<file path="config.mk">
export PLATFORM = sky130hd
export DESIGN_NAME = prog_channels_multi
export DESIGN_NICKNAME = d
export VERILOG_FILES = /design/src/rtl/prog_chan_pkg.sv /design/src/rtl/flash_cmd_issue.sv /design/src/rtl/prog_channels_multi.sv
export SDC_FILE = /design/constraint.sdc
export NUM_CORES = 1
export LEC_CHECK = 0
export ABC_AREA = 1
export CAP_MARGIN = 0
export CORE_UTILIZATION = 43
export CTS_CLUSTER_SIZE = 28
export DETAILED_ROUTE_END_ITERATION = 7
export GPL_ROUTABILITY_DRIVEN = 1
export GPL_TIMING_DRIVEN = 0
export HOLD_SLACK_MARGIN = 0.12
export PLACE_DENSITY = 0.81
export SETUP_SLACK_MARGIN = 0.1
export SYNTH_ARGS = -nofsm -noshare
export SYNTH_HDL_FRONTEND = slang
export SYNTH_SLANG_ARGS = --single-unit
</file>
<file path="constraint.sdc">
create_clock -name clk -period 1.88 [get_ports clk]
set_input_delay 0.376 -clock clk [delete_from_list [all_inputs] [get_ports clk]]
set_output_delay 0.376 -clock clk [all_outputs]
set_load 0.05 [all_outputs]
</file>
<file path="src/rtl/prog_chan_pkg.sv">
// Shared types and constants for the channel-FPGA configuration sequencer:
// FSM state encoding, error codes and SPI flash opcodes and bit counts.
package prog_chan_pkg;

    typedef enum logic [3:0] {
        ST_IDLE,
        ST_WREN1,
        ST_EAR_SET,
        ST_READ_CMD,
        ST_PROG_LOW,
        ST_PROG_HOLD,
        ST_INIT_WAIT,
        ST_LOAD,
        ST_DONE_WAIT,
        ST_WREN2,
        ST_EAR_CLR,
        ST_FINISH
    } state_t;

    typedef enum logic {
        PH_STORE,
        PH_SEND
    } phase_t;

    localparam logic [2:0] ERR_NONE           = 3'd0;
    localparam logic [2:0] ERR_EMPTY_MASK     = 3'd1;
    localparam logic [2:0] ERR_INITB_LOW_TMO  = 3'd2;
    localparam logic [2:0] ERR_INITB_HIGH_TMO = 3'd3;
    localparam logic [2:0] ERR_DONE_TMO       = 3'd4;

    localparam logic [7:0] OP_WREN   = 8'h06;
    localparam logic [7:0] OP_EAR_WR = 8'hC5;
    localparam logic [7:0] OP_READ   = 8'h03;

    localparam logic [31:0] WREN_CMD = {OP_WREN, 24'h00_0000};

    localparam logic [11:0] NBITS_WREN = 12'd7;
    localparam logic [11:0] NBITS_EAR  = 12'd15;
    localparam logic [11:0] NBITS_READ = 12'd31;

    // Extended address register write: opcode, new EAR byte, padding.
    function automatic logic [31:0] ear_cmd(input logic [7:0] ear);
        return {OP_EAR_WR, ear, 16'h0000};
    endfunction

    // Read command carrying the low 24 address bits; the EAR supplies the rest.
    function automatic logic [31:0] read_cmd(input logic [23:0] addr_lo);
        return {OP_READ, addr_lo};
    endfunction

endpackage

</file>
<file path="src/rtl/flash_cmd_issue.sv">
// One store-then-send handshake towards spi_flash_intf. While 'active' is
// high the command is presented; the first cycle strobes store_flash_command,
// then (if need_send) send_write_command is held until end_write_command.
// step_done tells the caller to advance in the same cycle.
module flash_cmd_issue
    import prog_chan_pkg::*;
(
    input  logic        clk,
    input  logic        reset,
    input  logic        active,
    input  logic        need_send,
    input  logic [31:0] cmd,
    input  logic [11:0] nbits,
    input  logic        end_write_command,
    output logic        store_flash_command,
    output logic        send_write_command,
    output logic [31:0] flash_command,
    output logic [11:0] flash_wr_nBits,
    output logic        step_done
);

    phase_t phase;

    // Track whether the current command has been stored and is now being sent.
    always_ff @(posedge clk or negedge reset) begin
        if (!reset) begin
            phase <= PH_STORE;
        end else if (!active) begin
            phase <= PH_STORE;
        end else begin
            case (phase)
                PH_STORE: if (need_send) phase <= PH_SEND;
                PH_SEND:  if (end_write_command) phase <= PH_STORE;
                default:  phase <= PH_STORE;
            endcase
        end
    end

    // Present the command and drive the strobe belonging to the current phase.
    always_comb begin
        store_flash_command = 1'b0;
        send_write_command  = 1'b0;
        flash_command       = 32'h0;
        flash_wr_nBits      = 12'h0;
        step_done           = 1'b0;
        if (active) begin
            flash_command  = cmd;
            flash_wr_nBits = nbits;
            if (phase == PH_STORE) begin
                store_flash_command = 1'b1;
                step_done           = !need_send;
            end else begin
                send_write_command = 1'b1;
                step_done          = end_write_command;
            end
        end
    end

endmodule

</file>
<file path="src/rtl/prog_channels_multi.sv">
// Channel-FPGA configuration sequencer: programs a masked set of channel FPGAs
// from one of several flash image slots, with per-channel PROGRAM_B and a
// latched error report. The flash EAR is always written back to 0 at the end.
// Optional feature macro: PROG_CHAN_TIMEOUT_EN adds INIT_B/DONE timeouts.
module prog_channels_multi
    import prog_chan_pkg::*;
#(
    parameter int          N_CHAN       = 5,
    parameter int          IMG_SEL_W    = 2,
    parameter logic [31:0] BASE_ADDR    = 32'h0100_0000,
    parameter logic [31:0] IMG_STRIDE   = 32'h002E_0000,
    parameter int          TPROG_CYCLES = 16,
    parameter int          TIMEOUT_W    = 24
)(
    input  logic                 clk,
    input  logic                 reset,
    input  logic                 prog_chan_start,
    input  logic [IMG_SEL_W-1:0] img_sel,
    input  logic [N_CHAN-1:0]    chan_mask,
    output logic [N_CHAN-1:0]    c_progb,
    output logic                 c_clk,
    output logic                 c_din,
    input  logic [N_CHAN-1:0]    initb,
    input  logic [N_CHAN-1:0]    prog_done,
    input  logic                 bitstream,
    output logic                 prog_chan_in_progress,
    output logic                 store_flash_command,
    output logic                 send_write_command,
    output logic                 read_bitstream,
    output logic [6:0]           wbuf_address,
    output logic [31:0]          flash_command,
    output logic [11:0]          flash_wr_nBits,
    input  logic                 end_write_command,
    input  logic                 end_bitstream,
    output logic                 prog_chan_done,
    output logic                 prog_chan_error,
    output logic [2:0]           err_code,
    output logic [N_CHAN-1:0]    done_status
);

    localparam int HOLD_W = $clog2(TPROG_CYCLES + 1);

    if (TIMEOUT_W < 1) begin : g_bad_timeout_w
        $error("TIMEOUT_W must be at least 1");
    end

    state_t              state, state_next;
    logic [N_CHAN-1:0]   mask_q;
    logic [IMG_SEL_W-1:0] img_q;
    logic [N_CHAN-1:0]   initb_meta, initb_sync;
    logic [N_CHAN-1:0]   done_meta, done_sync;
    logic [HOLD_W-1:0]   hold_cnt;
    logic [31:0]         flash_addr;

    logic                cmd_active, cmd_need_send, step_done;
    logic [31:0]         cmd_word;
    logic [11:0]         cmd_nbits;

    logic                set_err, capture_done;
    logic [2:0]          err_val;
    logic                initb_all_low, initb_all_high, done_all_high;
    logic                tmo_expired;

    assign flash_addr = BASE_ADDR + (32'(img_q) * IMG_STRIDE);

    assign initb_all_low  = ((initb_sync & mask_q) == '0);
    assign initb_all_high = ((initb_sync & mask_q) == mask_q);
    assign done_all_high  = ((done_sync & mask_q) == mask_q);

    assign c_clk                 = ~clk;
    assign wbuf_address          = 7'd0;
    assign c_progb               = (state == ST_PROG_LOW || state == ST_PROG_HOLD) ? ~mask_q : '1;
    assign read_bitstream        = (state == ST_LOAD);
    assign prog_chan_done        = (state == ST_FINISH);
    assign prog_chan_in_progress = (state != ST_IDLE) && (state != ST_FINISH);

    // Bring the asynchronous INIT_B and DONE lines into the clock domain.
    always_ff @(posedge clk or negedge reset) begin
        if (!reset) begin
            initb_meta <= '0;
            initb_sync <= '0;
            done_meta  <= '0;
            done_sync  <= '0;
        end else begin
            initb_meta <= initb;
            initb_sync <= initb_meta;
            done_meta  <= prog_done;
            done_sync  <= done_meta;
        end
    end

`ifdef PROG_CHAN_TIMEOUT_EN
    logic [TIMEOUT_W-1:0] tmo_cnt;

    assign tmo_expired = &tmo_cnt;

    // Saturating wait counter, restarted whenever the FSM changes state.
    always_ff @(posedge clk or negedge reset) begin
        if (!reset) begin
            tmo_cnt <= '0;
        end else if (state_next != state) begin
            tmo_cnt <= '0;
        end else if (!tmo_expired) begin
            tmo_cnt <= tmo_cnt + 1'b1;
        end
    end
`else
    assign tmo_expired = 1'b0;
`endif

    // Select which flash command the handshake sub-block presents in each state.
    always_comb begin
        cmd_active    = 1'b0;
        cmd_need_send = 1'b1;
        cmd_word      = 32'h0;
        cmd_nbits     = 12'h0;
        case (state)
            ST_WREN1, ST_WREN2: begin
                cmd_active = 1'b1;
                cmd_word   = WREN_CMD;
                cmd_nbits  = NBITS_WREN;
            end
            ST_EAR_SET: begin
                cmd_active = 1'b1;
                cmd_word   = ear_cmd(flash_addr[31:24]);
                cmd_nbits  = NBITS_EAR;
            end
            ST_EAR_CLR: begin
                cmd_active = 1'b1;
                cmd_word   = ear_cmd(8'h00);
                cmd_nbits  = NBITS_EAR;
            end
            ST_READ_CMD: begin
                cmd_active    = 1'b1;
                cmd_need_send = 1'b0;
                cmd_word      = read_cmd(flash_addr[23:0]);
                cmd_nbits     = NBITS_READ;
            end
            default: ;
        endcase
    end

    flash_cmd_issue u_cmd_issue (
        .clk                 (clk),
        .reset               (reset),
        .active              (cmd_active),
        .need_send           (cmd_need_send),
        .cmd                 (cmd_word),
        .nbits               (cmd_nbits),
        .end_write_command   (end_write_command),
        .store_flash_command (store_flash_command),
        .send_write_command  (send_write_command),
        .flash_command       (flash_command),
        .flash_wr_nBits      (flash_wr_nBits),
        .step_done           (step_done)
    );

    // Next-state logic plus error and DONE-capture requests.
    always_comb begin
        state_next   = state;
        set_err      = 1'b0;
        err_val      = ERR_NONE;
        capture_done = 1'b0;
        case (state)
            ST_IDLE: begin
                if (prog_chan_start) begin
                    if (chan_mask == '0) begin
                        state_next = ST_FINISH;
                        set_err    = 1'b1;
                        err_val    = ERR_EMPTY_MASK;
                    end else begin
                        state_next = ST_WREN1;
                    end
                end
            end
            ST_WREN1:    if (step_done) state_next = ST_EAR_SET;
            ST_EAR_SET:  if (step_done) state_next = ST_READ_CMD;
            ST_READ_CMD: if (step_done) state_next = ST_PROG_LOW;
            ST_PROG_LOW: begin
                if (initb_all_low) begin
                    state_next = ST_PROG_HOLD;
                end else if (tmo_expired) begin
                    state_next = ST_WREN2;
                    set_err    = 1'b1;
                    err_val    = ERR_INITB_LOW_TMO;
                end
            end
            ST_PROG_HOLD: begin
                if (hold_cnt == HOLD_W'(TPROG_CYCLES - 1)) state_next = ST_INIT_WAIT;
            end
            ST_INIT_WAIT: begin
                if (initb_all_high) begin
                    state_next = ST_LOAD;
                end else if (tmo_expired) begin
                    state_next = ST_WREN2;
                    set_err    = 1'b1;
                    err_val    = ERR_INITB_HIGH_TMO;
                end
            end
            ST_LOAD: if (end_bitstream) state_next = ST_DONE_WAIT;
            ST_DONE_WAIT: begin
                if (done_all_high) begin
                    state_next   = ST_WREN2;
                    capture_done = 1'b1;
                end else if (tmo_expired) begin
                    state_next   = ST_WREN2;
                    capture_done = 1'b1;
                    set_err      = 1'b1;
                    err_val      = ERR_DONE_TMO;
                end
            end
            ST_WREN2:   if (step_done) state_next = ST_EAR_CLR;
            ST_EAR_CLR: if (step_done) state_next = ST_FINISH;
            ST_FINISH:  if (!prog_chan_start) state_next = ST_IDLE;
            default:    state_next = ST_IDLE;
        endcase
    end

    // State register, request capture on start and the PROGRAM_B hold counter.
    always_ff @(posedge clk or negedge reset) begin
        if (!reset) begin
            state    <= ST_IDLE;
            mask_q   <= '0;
            img_q    <= '0;
            hold_cnt <= '0;
        end else begin
            state <= state_next;
            if (state == ST_IDLE && prog_chan_start) begin
                mask_q <= chan_mask;
                img_q  <= img_sel;
            end
            if (state == ST_PROG_HOLD) begin
                hold_cnt <= hold_cnt + 1'b1;
            end else begin
                hold_cnt <= '0;
            end
        end
    end

    // Latched status report, cleared when a new sequence is requested.
    always_ff @(posedge clk or negedge reset) begin
        if (!reset) begin
            prog_chan_error <= 1'b0;
            err_code        <= ERR_NONE;
            done_status     <= '0;
        end else begin
            if (set_err) begin
                prog_chan_error <= 1'b1;
                err_code        <= err_val;
            end else if (state == ST_IDLE && prog_chan_start) begin
                prog_chan_error <= 1'b0;
                err_code        <= ERR_NONE;
            end
            if (capture_done) begin
                done_status <= done_sync & mask_q;
            end else if (state == ST_IDLE && prog_chan_start) begin
                done_status <= '0;
            end
        end
    end

    // Configuration data: pass flash data through while loading, idle high otherwise.
    always_ff @(posedge clk or negedge reset) begin
        if (!reset) begin
            c_din <= 1'b0;
        end else if (state == ST_LOAD) begin
            c_din <= bitstream;
        end else begin
            c_din <= 1'b1;
        end
    end

endmodule

</file>
## Yosys cells after proc, flatten, opt, wreduce, memory -nomap -nowiden

Cells that the tools add are included.
Widths: inputs -> output; s select.

- Flip-flop bits (word level): 47
- Latch bits: 0
- Memory bits (writable): 0
- Memory bits (read-only): 0
- Input port bits: 23
- Output and inout port bits: 72
- Logic and storage cells: 107
- Memories kept: 0

- Add/sub/neg operators: 2
- $mul: 1
- Divide/modulo/power cells: 0
- Order comparisons: 0
- Equality and inequality tests: 27
- Shift-type cells: 0
- Multiplexer cells: 46
- Bitwise operators: 5
- Reduce and logical (&&, ||, !) cells: 13

Operators by type and width:

| operator | count |
|---|---|
| $pmux 32 s4 | 1 |
| $mux 4 | 13 |
| $pmux 4 s12 | 1 |
| $mux 32 | 1 |
| $add 25x24->26 const A | 1 |
| $mux 5 | 5 |
| $mux 1 | 21 |
| $ne 2x2->1 const B | 10 |
| $eq 4x3->1 const B | 4 |
| $eq 4x4->1 const B | 4 |
| $pmux 5 s3 | 1 |
| $reduce_and 12->1 | 1 |
| $and 5x5->5 | 2 |
| $eq 5x5->1 | 2 |
| $logic_not 5->1 | 2 |
| $eq 4x2->1 const B | 2 |
| $mul 2x5->7 const B | 1 |
| $mux 3 | 2 |
| $add 5x1->5 const B | 1 |
| $eq 5x4->1 const B | 1 |
| $not 5->5 | 1 |
| $reduce_or 5->1 | 1 |
| $eq 4x1->1 const B | 1 |
| $logic_not 4->1 | 1 |
| 9 further kinds | 14 |

## Logic depth before layout (Yosys ltp)

Gate-level depths: netlist (run 1).

- Depth after elaboration: 6
- Mapped depth: 12
- Depth with buffers taken out: 12

## Cells and area by module

From an unflattened synthesis (run 1), not the netlist that was laid out.

- Cells, all modules: 348
- Area total of the unflattened synthesis: 2561.2 um^2

Modules (own cells, without submodules):

| module | instances | cells an instance | area each (um^2) | seq. area each (um^2) |
|---|---|---|---|---|
| prog_channels_multi | 1 | 241 | 2103.3 | 1076.0 |
| flash_cmd_issue | 1 | 107 | 457.9 | 25.0 |

==> results.yml, run 1 <==
die:
  io_pins: 95
  fp.dieW_um: 76.0
  initial_core_util_pct: 45.5
  die_y_um: 76.0
  num_rows: 26
  dieArea_um2: 5770
  core_um2: 5170
global_route:
  first_global_vias: 1898
  antenna_found_initial: 0
  grt_pass1_wl_mm: 8.42
  overflow: 0
  grt_usage_pct: 18.3
  grt_max_degree: 44
setup_path:
  endpoint: "flash_command[22]"
  crit_start: "state[2]"
  path_class: "register to output pin"
  cp_max_fo: 5
  reg2regPathDepth: 9
  r2r_end: "state[2]"
  cp_data_arrival_time_ns: 1.51
  r2r_slack_ns: 0.24
  worstSetupStartpointType: "register"
  cp-end-kind: "output pin"
  worst_r2r_startpoint: "state[0]"
  critPathRequiredTime_ns: 1.50
route:
  drtPass1Iterations: 4
  drt_iter0_drc: 121
  num_vias: 2010
  drt_drc_violations_left: 0
  drt_wl_total_mm: 5.11
  avgRoutedWirePerCell_um: 10.9
  final_antenna_net_count: 0
  via_per_inst: 4.27
worst_hold_path:
  hold_path_class: "register to register"
placed_design:
  io_buffers: 59
  hpwl_mm: 3.42
  dp.cells: 439
  postPlaceCellArea_um2: 3250
  gp_congestion: 0.837
finish:
  drive_gt1_share_pct: 38.2
  final_common_cell: "buf_4"
  syn2layout_area_growth_pct: 58.8
  fin_cells: 471
  layout_common_cells: "62 x buf_4, 51 x nand2_1, 40 x dfrtp_1, 35 x conb_1, 29 x inv_1"
  antennaDiodeCount: 0
  final_nets: 429
  fill_cells: 391
  design_area_um2: 3730
clock_network:
  cts_buffers: 5
  path_clk_slew_ns: 0.10
  worstSkewPairLatency_ns: 0.41
  cts_tree: "yes"
  ctsLongestPathBuffers: 2
  htreeDepth: 2
  clock-root-buffer: "clkbuf_8"
timing:
  finalSetupViolations: 1
  period_needed_ns: 1.88
  maxSlewViolCount: 0
  finClkSkew_ns: 0.154
  fmax_mhz: 531
  rsz0062_at_grt: "yes"
  holdWs_ns: 0.184
  tns_ns: -0.00300
  hold_violations: 0
  period_share_pct: 100
  setup_slack_ns: -0.00300
synth:
  netlist_area_um2: 2350
  synth_warnings: 0
  yosysSeqAreaShare_pct: 46.8
  syn_inst: 275
  ys_types: 28
  ys_seq_elements: 44
  synth.avg_cell_area_um2: 8.55
flow_run:
  max-cap-violations: 0
pwr:
  ir_worst_vdd_v: 0.00114
  powerDensity_nw_per_um2: 1850
  p_leak_nw: 2.00
  power_mw: 6.90
outcome:
  violations: "setup timing"
  status: "finished with violations"
[critical path: stages (launching register included)]
cell       delay [ns]
dfrtp_2          0.48
nor2_4           0.14
nand2_4          0.09
clkbuf_16        0.17
nor2_4           0.10
buf_6            0.11
buf_8            0.13
[worst min-delay path by stage]
stage,from,end,slack (ns),cells past startpoint
floorplan,reset,c_din,0.08,0
global placement,initb_meta[1],initb_sync[1],0.33,0
detailed placement,reset,initb_meta[4],0.18,1
CTS,initb_meta[4],initb_sync[4],0.18,0
global route,initb_meta[4],initb_sync[4],0.18,0
finish,initb_meta[4],initb_sync[4],0.18,0
[cell type report]
class | instances | area [um2] | share of cell area (%)
Timing Repair Buffer | 82 | 818 | 21.9
Clock buffer | 7 | 114 | 3.05
Clock inverter | 4 | 56.3 | 1.51
Sequential cell | 44 | 1110 | 29.6
Inverter | 39 | 159 | 4.25
Multi-Input combinational cell | 183 | 1050 | 28.1
Buffer | 42 | 344 | 9.21
Tap cell | 70 | 87.6 | 2.35
[state kept, by name, indices dropped and copies added, names as in the netlist]
| name | cells |
|---|---|
| done_meta | 5 |
| img_q | 2 |
| done_sync | 5 |
| u_cmd_issue.phase | 1 |
| c_din | 1 |
| mask_q | 5 |
| initb_meta | 5 |
| initb_sync | 5 |
| done_status | 5 |
| hold_cnt | 5 |
| err_code | 1 |
| state | 4 |
[Yosys cell counts (all sizes together)]
cell type,n,area [um2]
nand3,15,75.1
clkbuf,1,3.75
nor4,1,6.26
buf,41,312
nor3,1,5.00
inv,39,146
o31ai,1,7.51
nand2,59,241
mux2,4,60.1
o211ai,1,7.51
dfrtp,44,1100
conb,1,3.75
nand3b,1,7.51
o21ai,14,73.8
ha,6,75.1
nand4,2,12.5
a21oi,5,25.0
o21bai,6,45.0
clkinv,1,3.75
nor2,32,140
[routing by layer]
metal | global-route usage [%] | routed length (um) | up-vias
met3 | 4.70 | 267 | 12
met2 | 31.7 | 2540 | 76
li1 | - | - | 1025
met1 | 22.0 | 2200 | 897
met4 | 6.54 | 105 | 0
met5 | 0 | 0 | -
[repair_timing]
action                                  CTS  global route
pin swaps                                 9             6
hold endpoints to repair                 44             0
hold buffers                              1             0
endpoints found under the setup margin   37            28
setup buffers                             9            13
resized for setup                       226            26
gates cloned                              1             0
[per-stage QoR]
stage / utilization (%) / setup WS (ns)
6_report: 72.2 / -0.00300
5_1_grt: 72.2 / -0.0750
4_1_cts: 68.7 / -0.0209
3_5_place_dp: 62.8 / -0.444
3_3_place_gp: 62.5 / -0.788
2_1_floorplan: - / 0.0110
[where the power goes]
part / internal (mW) / total (mW) / switching, mW
clock network: 0.594 / 1.06 / 0.470
registers: 1.15 / 1.40 / 0.247
logic: 1.71 / 4.44 / 2.72
[logic make-up (layout without fill, tap and decap cells)]
family                     Yosys count  in the layout  synth area share [%]
buffers and inverters               82            174                  19.8
muxes                                4              4                  2.55
AOI/OAI and AO/OA                   27             27                  6.76
DFF                                 44             44                  46.8
other                                1             35                 0.159
adders and majority gates            6              6                  3.19
and+or+nand+nor                    111            111                  20.7
(Power assumes the default switching activity.)
==> run 2: changes to the inputs <==
- CELL_PAD_IN_SITES_DETAIL_PLACEMENT: not set -> 0
- CELL_PAD_IN_SITES_GLOBAL_PLACEMENT: not set -> 1
- CORE_UTILIZATION: 43 -> 31
==> results.yml, run 2 (synthesis gave the netlist of run 1 again) <==
setup_path:
  cp_data_arrival_time_ns: 1.53
  path_class: "register to output pin"
  cp_max_fo: 5
  cp-end-kind: "output pin"
  worstSetupStartpointType: "register"
  critPathRequiredTime_ns: 1.50
die:
  dieArea_um2: 7940
  core_um2: 7290
  die_y_um: 89.1
  num_rows: 31
  initial_core_util_pct: 32.3
  fp.dieW_um: 89.1
  io_pins: 95
route:
  m1WireLength_mm: 2.03
  num_vias: 1986
  avgRoutedWirePerCell_um: 10.0
  wl_met2_mm: 2.53
  drt_wl_total_mm: 4.94
  top_layer: "met4"
  final_antenna_net_count: 0
  drtPass1Iterations: 4
  drt_drc_violations_left: 0
  via_per_inst: 4.02
  drt_iter0_drc: 49
  wl_met3_um: 328
finish:
  layout_common_cells: "59 x buf_4, 49 x nand2_1, 40 x dfrtp_1, 35 x conb_1, 28 x inv_1"
  final_nets: 423
  antennaDiodeCount: 0
  syn2layout_area_growth_pct: 60.2
  drive_gt1_share_pct: 38.7
  final_common_cell: "buf_4"
  final_core_util_pct: 51.7
clock_network:
  clock-root-buffer: "clkbuf_8"
  cts_tree: "yes"
  htreeDepth: 2
  cts_buffers: 5
  path_clk_slew_ns: 0.11
  worstSkewPairLatency_ns: 0.41
  ctsLongestPathBuffers: 2
global_route:
  grt_max_degree: 35
  first_global_vias: 1845
  antenna_found_initial: 0
  overflow: 0
  grt_pass1_wl_mm: 7.98
  grt_usage_pct: 13.3
flow_run:
  max-cap-violations: 0
pwr:
  powerDensity_nw_per_um2: 1820
  p_leak_nw: 1.98
  ir_worst_vdd_v: 0.000838
timing:
  maxSlewHeadroom_pct: 66.2
  period_needed_ns: 1.91
  tns_ns: -0.0320
  rsz0062_at_grt: "yes"
  fmax_mhz: 524
  setup_slack_ns: -0.0276
  hold_violations: 0
  maxSlewViolCount: 0
  finalSetupViolations: 2
  finClkSkew_ns: 0.131
  tightestPinTransition_ns: 0.510
  period_share_pct: 101
placed_design:
  io_buffers: 59
  gp_congestion: 0.820
  hpwl_mm: 3.58
worst_hold_path:
  hold_path_class: "input port to async pin"
outcome:
  violations: "setup timing"
  status: "finished with violations"
[run 2: changes by cell type in the layout (fill, tap and decap cells not counted), moves of 2 or more]
| cell | delta |
|---|---|
| o21ai_2 | +2 |
| buf_8 | +3 |
| o21ai_1 | -2 |
| nand2_1 | -2 |
| nand2_2 | +2 |
| nor2_4 | +3 |
| buf_4 | -3 |
| nor2_2 | -2 |
| buf_6 | -6 |
[run 2: where the power goes]
group | switching, mW | total (mW) | internal, mW
logic | 2.72 | 4.38 | 1.66
registers | 0.249 | 1.40 | 1.15
clock network | 0.482 | 1.08 | 0.594
total | 3.45 | 6.86 | 3.41
[run 2: path summary, 6_finish.rpt]
| check | start | to | slack [ns] | cells after the start |
|---|---|---|---|---|
| max | state[2] | flash_command[22] | -0.03 | 6 |
| min | reset | initb_meta[4] | 0.34 | 2 |
| max reg2reg | state[2] | done_status[0] | 0.21 | 10 |
| min reg2reg | done_meta[2] | done_sync[2] | 0.35 | 0 |
| max in group asynchronous | reset | state[2] | 0.94 | 3 |
| min in group clk | done_meta[2] | done_sync[2] | 0.35 | 0 |
[run 2: what timing repair did]
| action | CTS | global route |
|---|---|---|
| pin swaps | 7 | 9 |
| buffers inserted | 14 | 2 |
| endpoints found under the setup margin | 37 | 31 |
| gates resized for setup | 236 | 27 |
| cloned | 1 | 0 |
| hold buffers | 1 | 0 |
| hold endpoints to repair | 14 | 0 |
[run 2: metal layers]
layer  GRT usage [%]  up-vias
met2            24.4       63
met4            4.47        0
met5               0        -
met1            14.6      907
li1                -     1011
met3            4.16        5
[run 2: metrics by stage]
step,worst slack (ns),std cells,hold WS [ns],cell area [um2],power (mW)
finish,-0.0276,494,0.344,3770,6.86
global placement,-0.847,467,0.332,3270,5.14
detailed placement,-0.460,468,0.259,3280,5.18
CTS,-0.0307,492,0.343,3670,6.69
global route,-0.0819,494,0.355,3770,7.26
floorplan,0.0110,309,0.0804,2550,4.15
[run 2: cell type report]
cell class | count | area (um2)
sequential | 44 | 1110
clock buffer | 7 | 114
timing repair buffer | 76 | 788
multi-input combinational | 183 | 1080
buffer | 42 | 340
clock inverter | 4 | 56.3
inverter | 39 | 159
tap | 99 | 124
fill | 678 | 3520
[run 2: worst max-delay path: stages, from the launching register on]
cell and delay (ns):
dfrtp_2 0.47, nor2_4 0.16, nand2_4 0.10, clkbuf_16 0.17, nor2_4 0.11, buf_6 0.11, buf_8 0.13
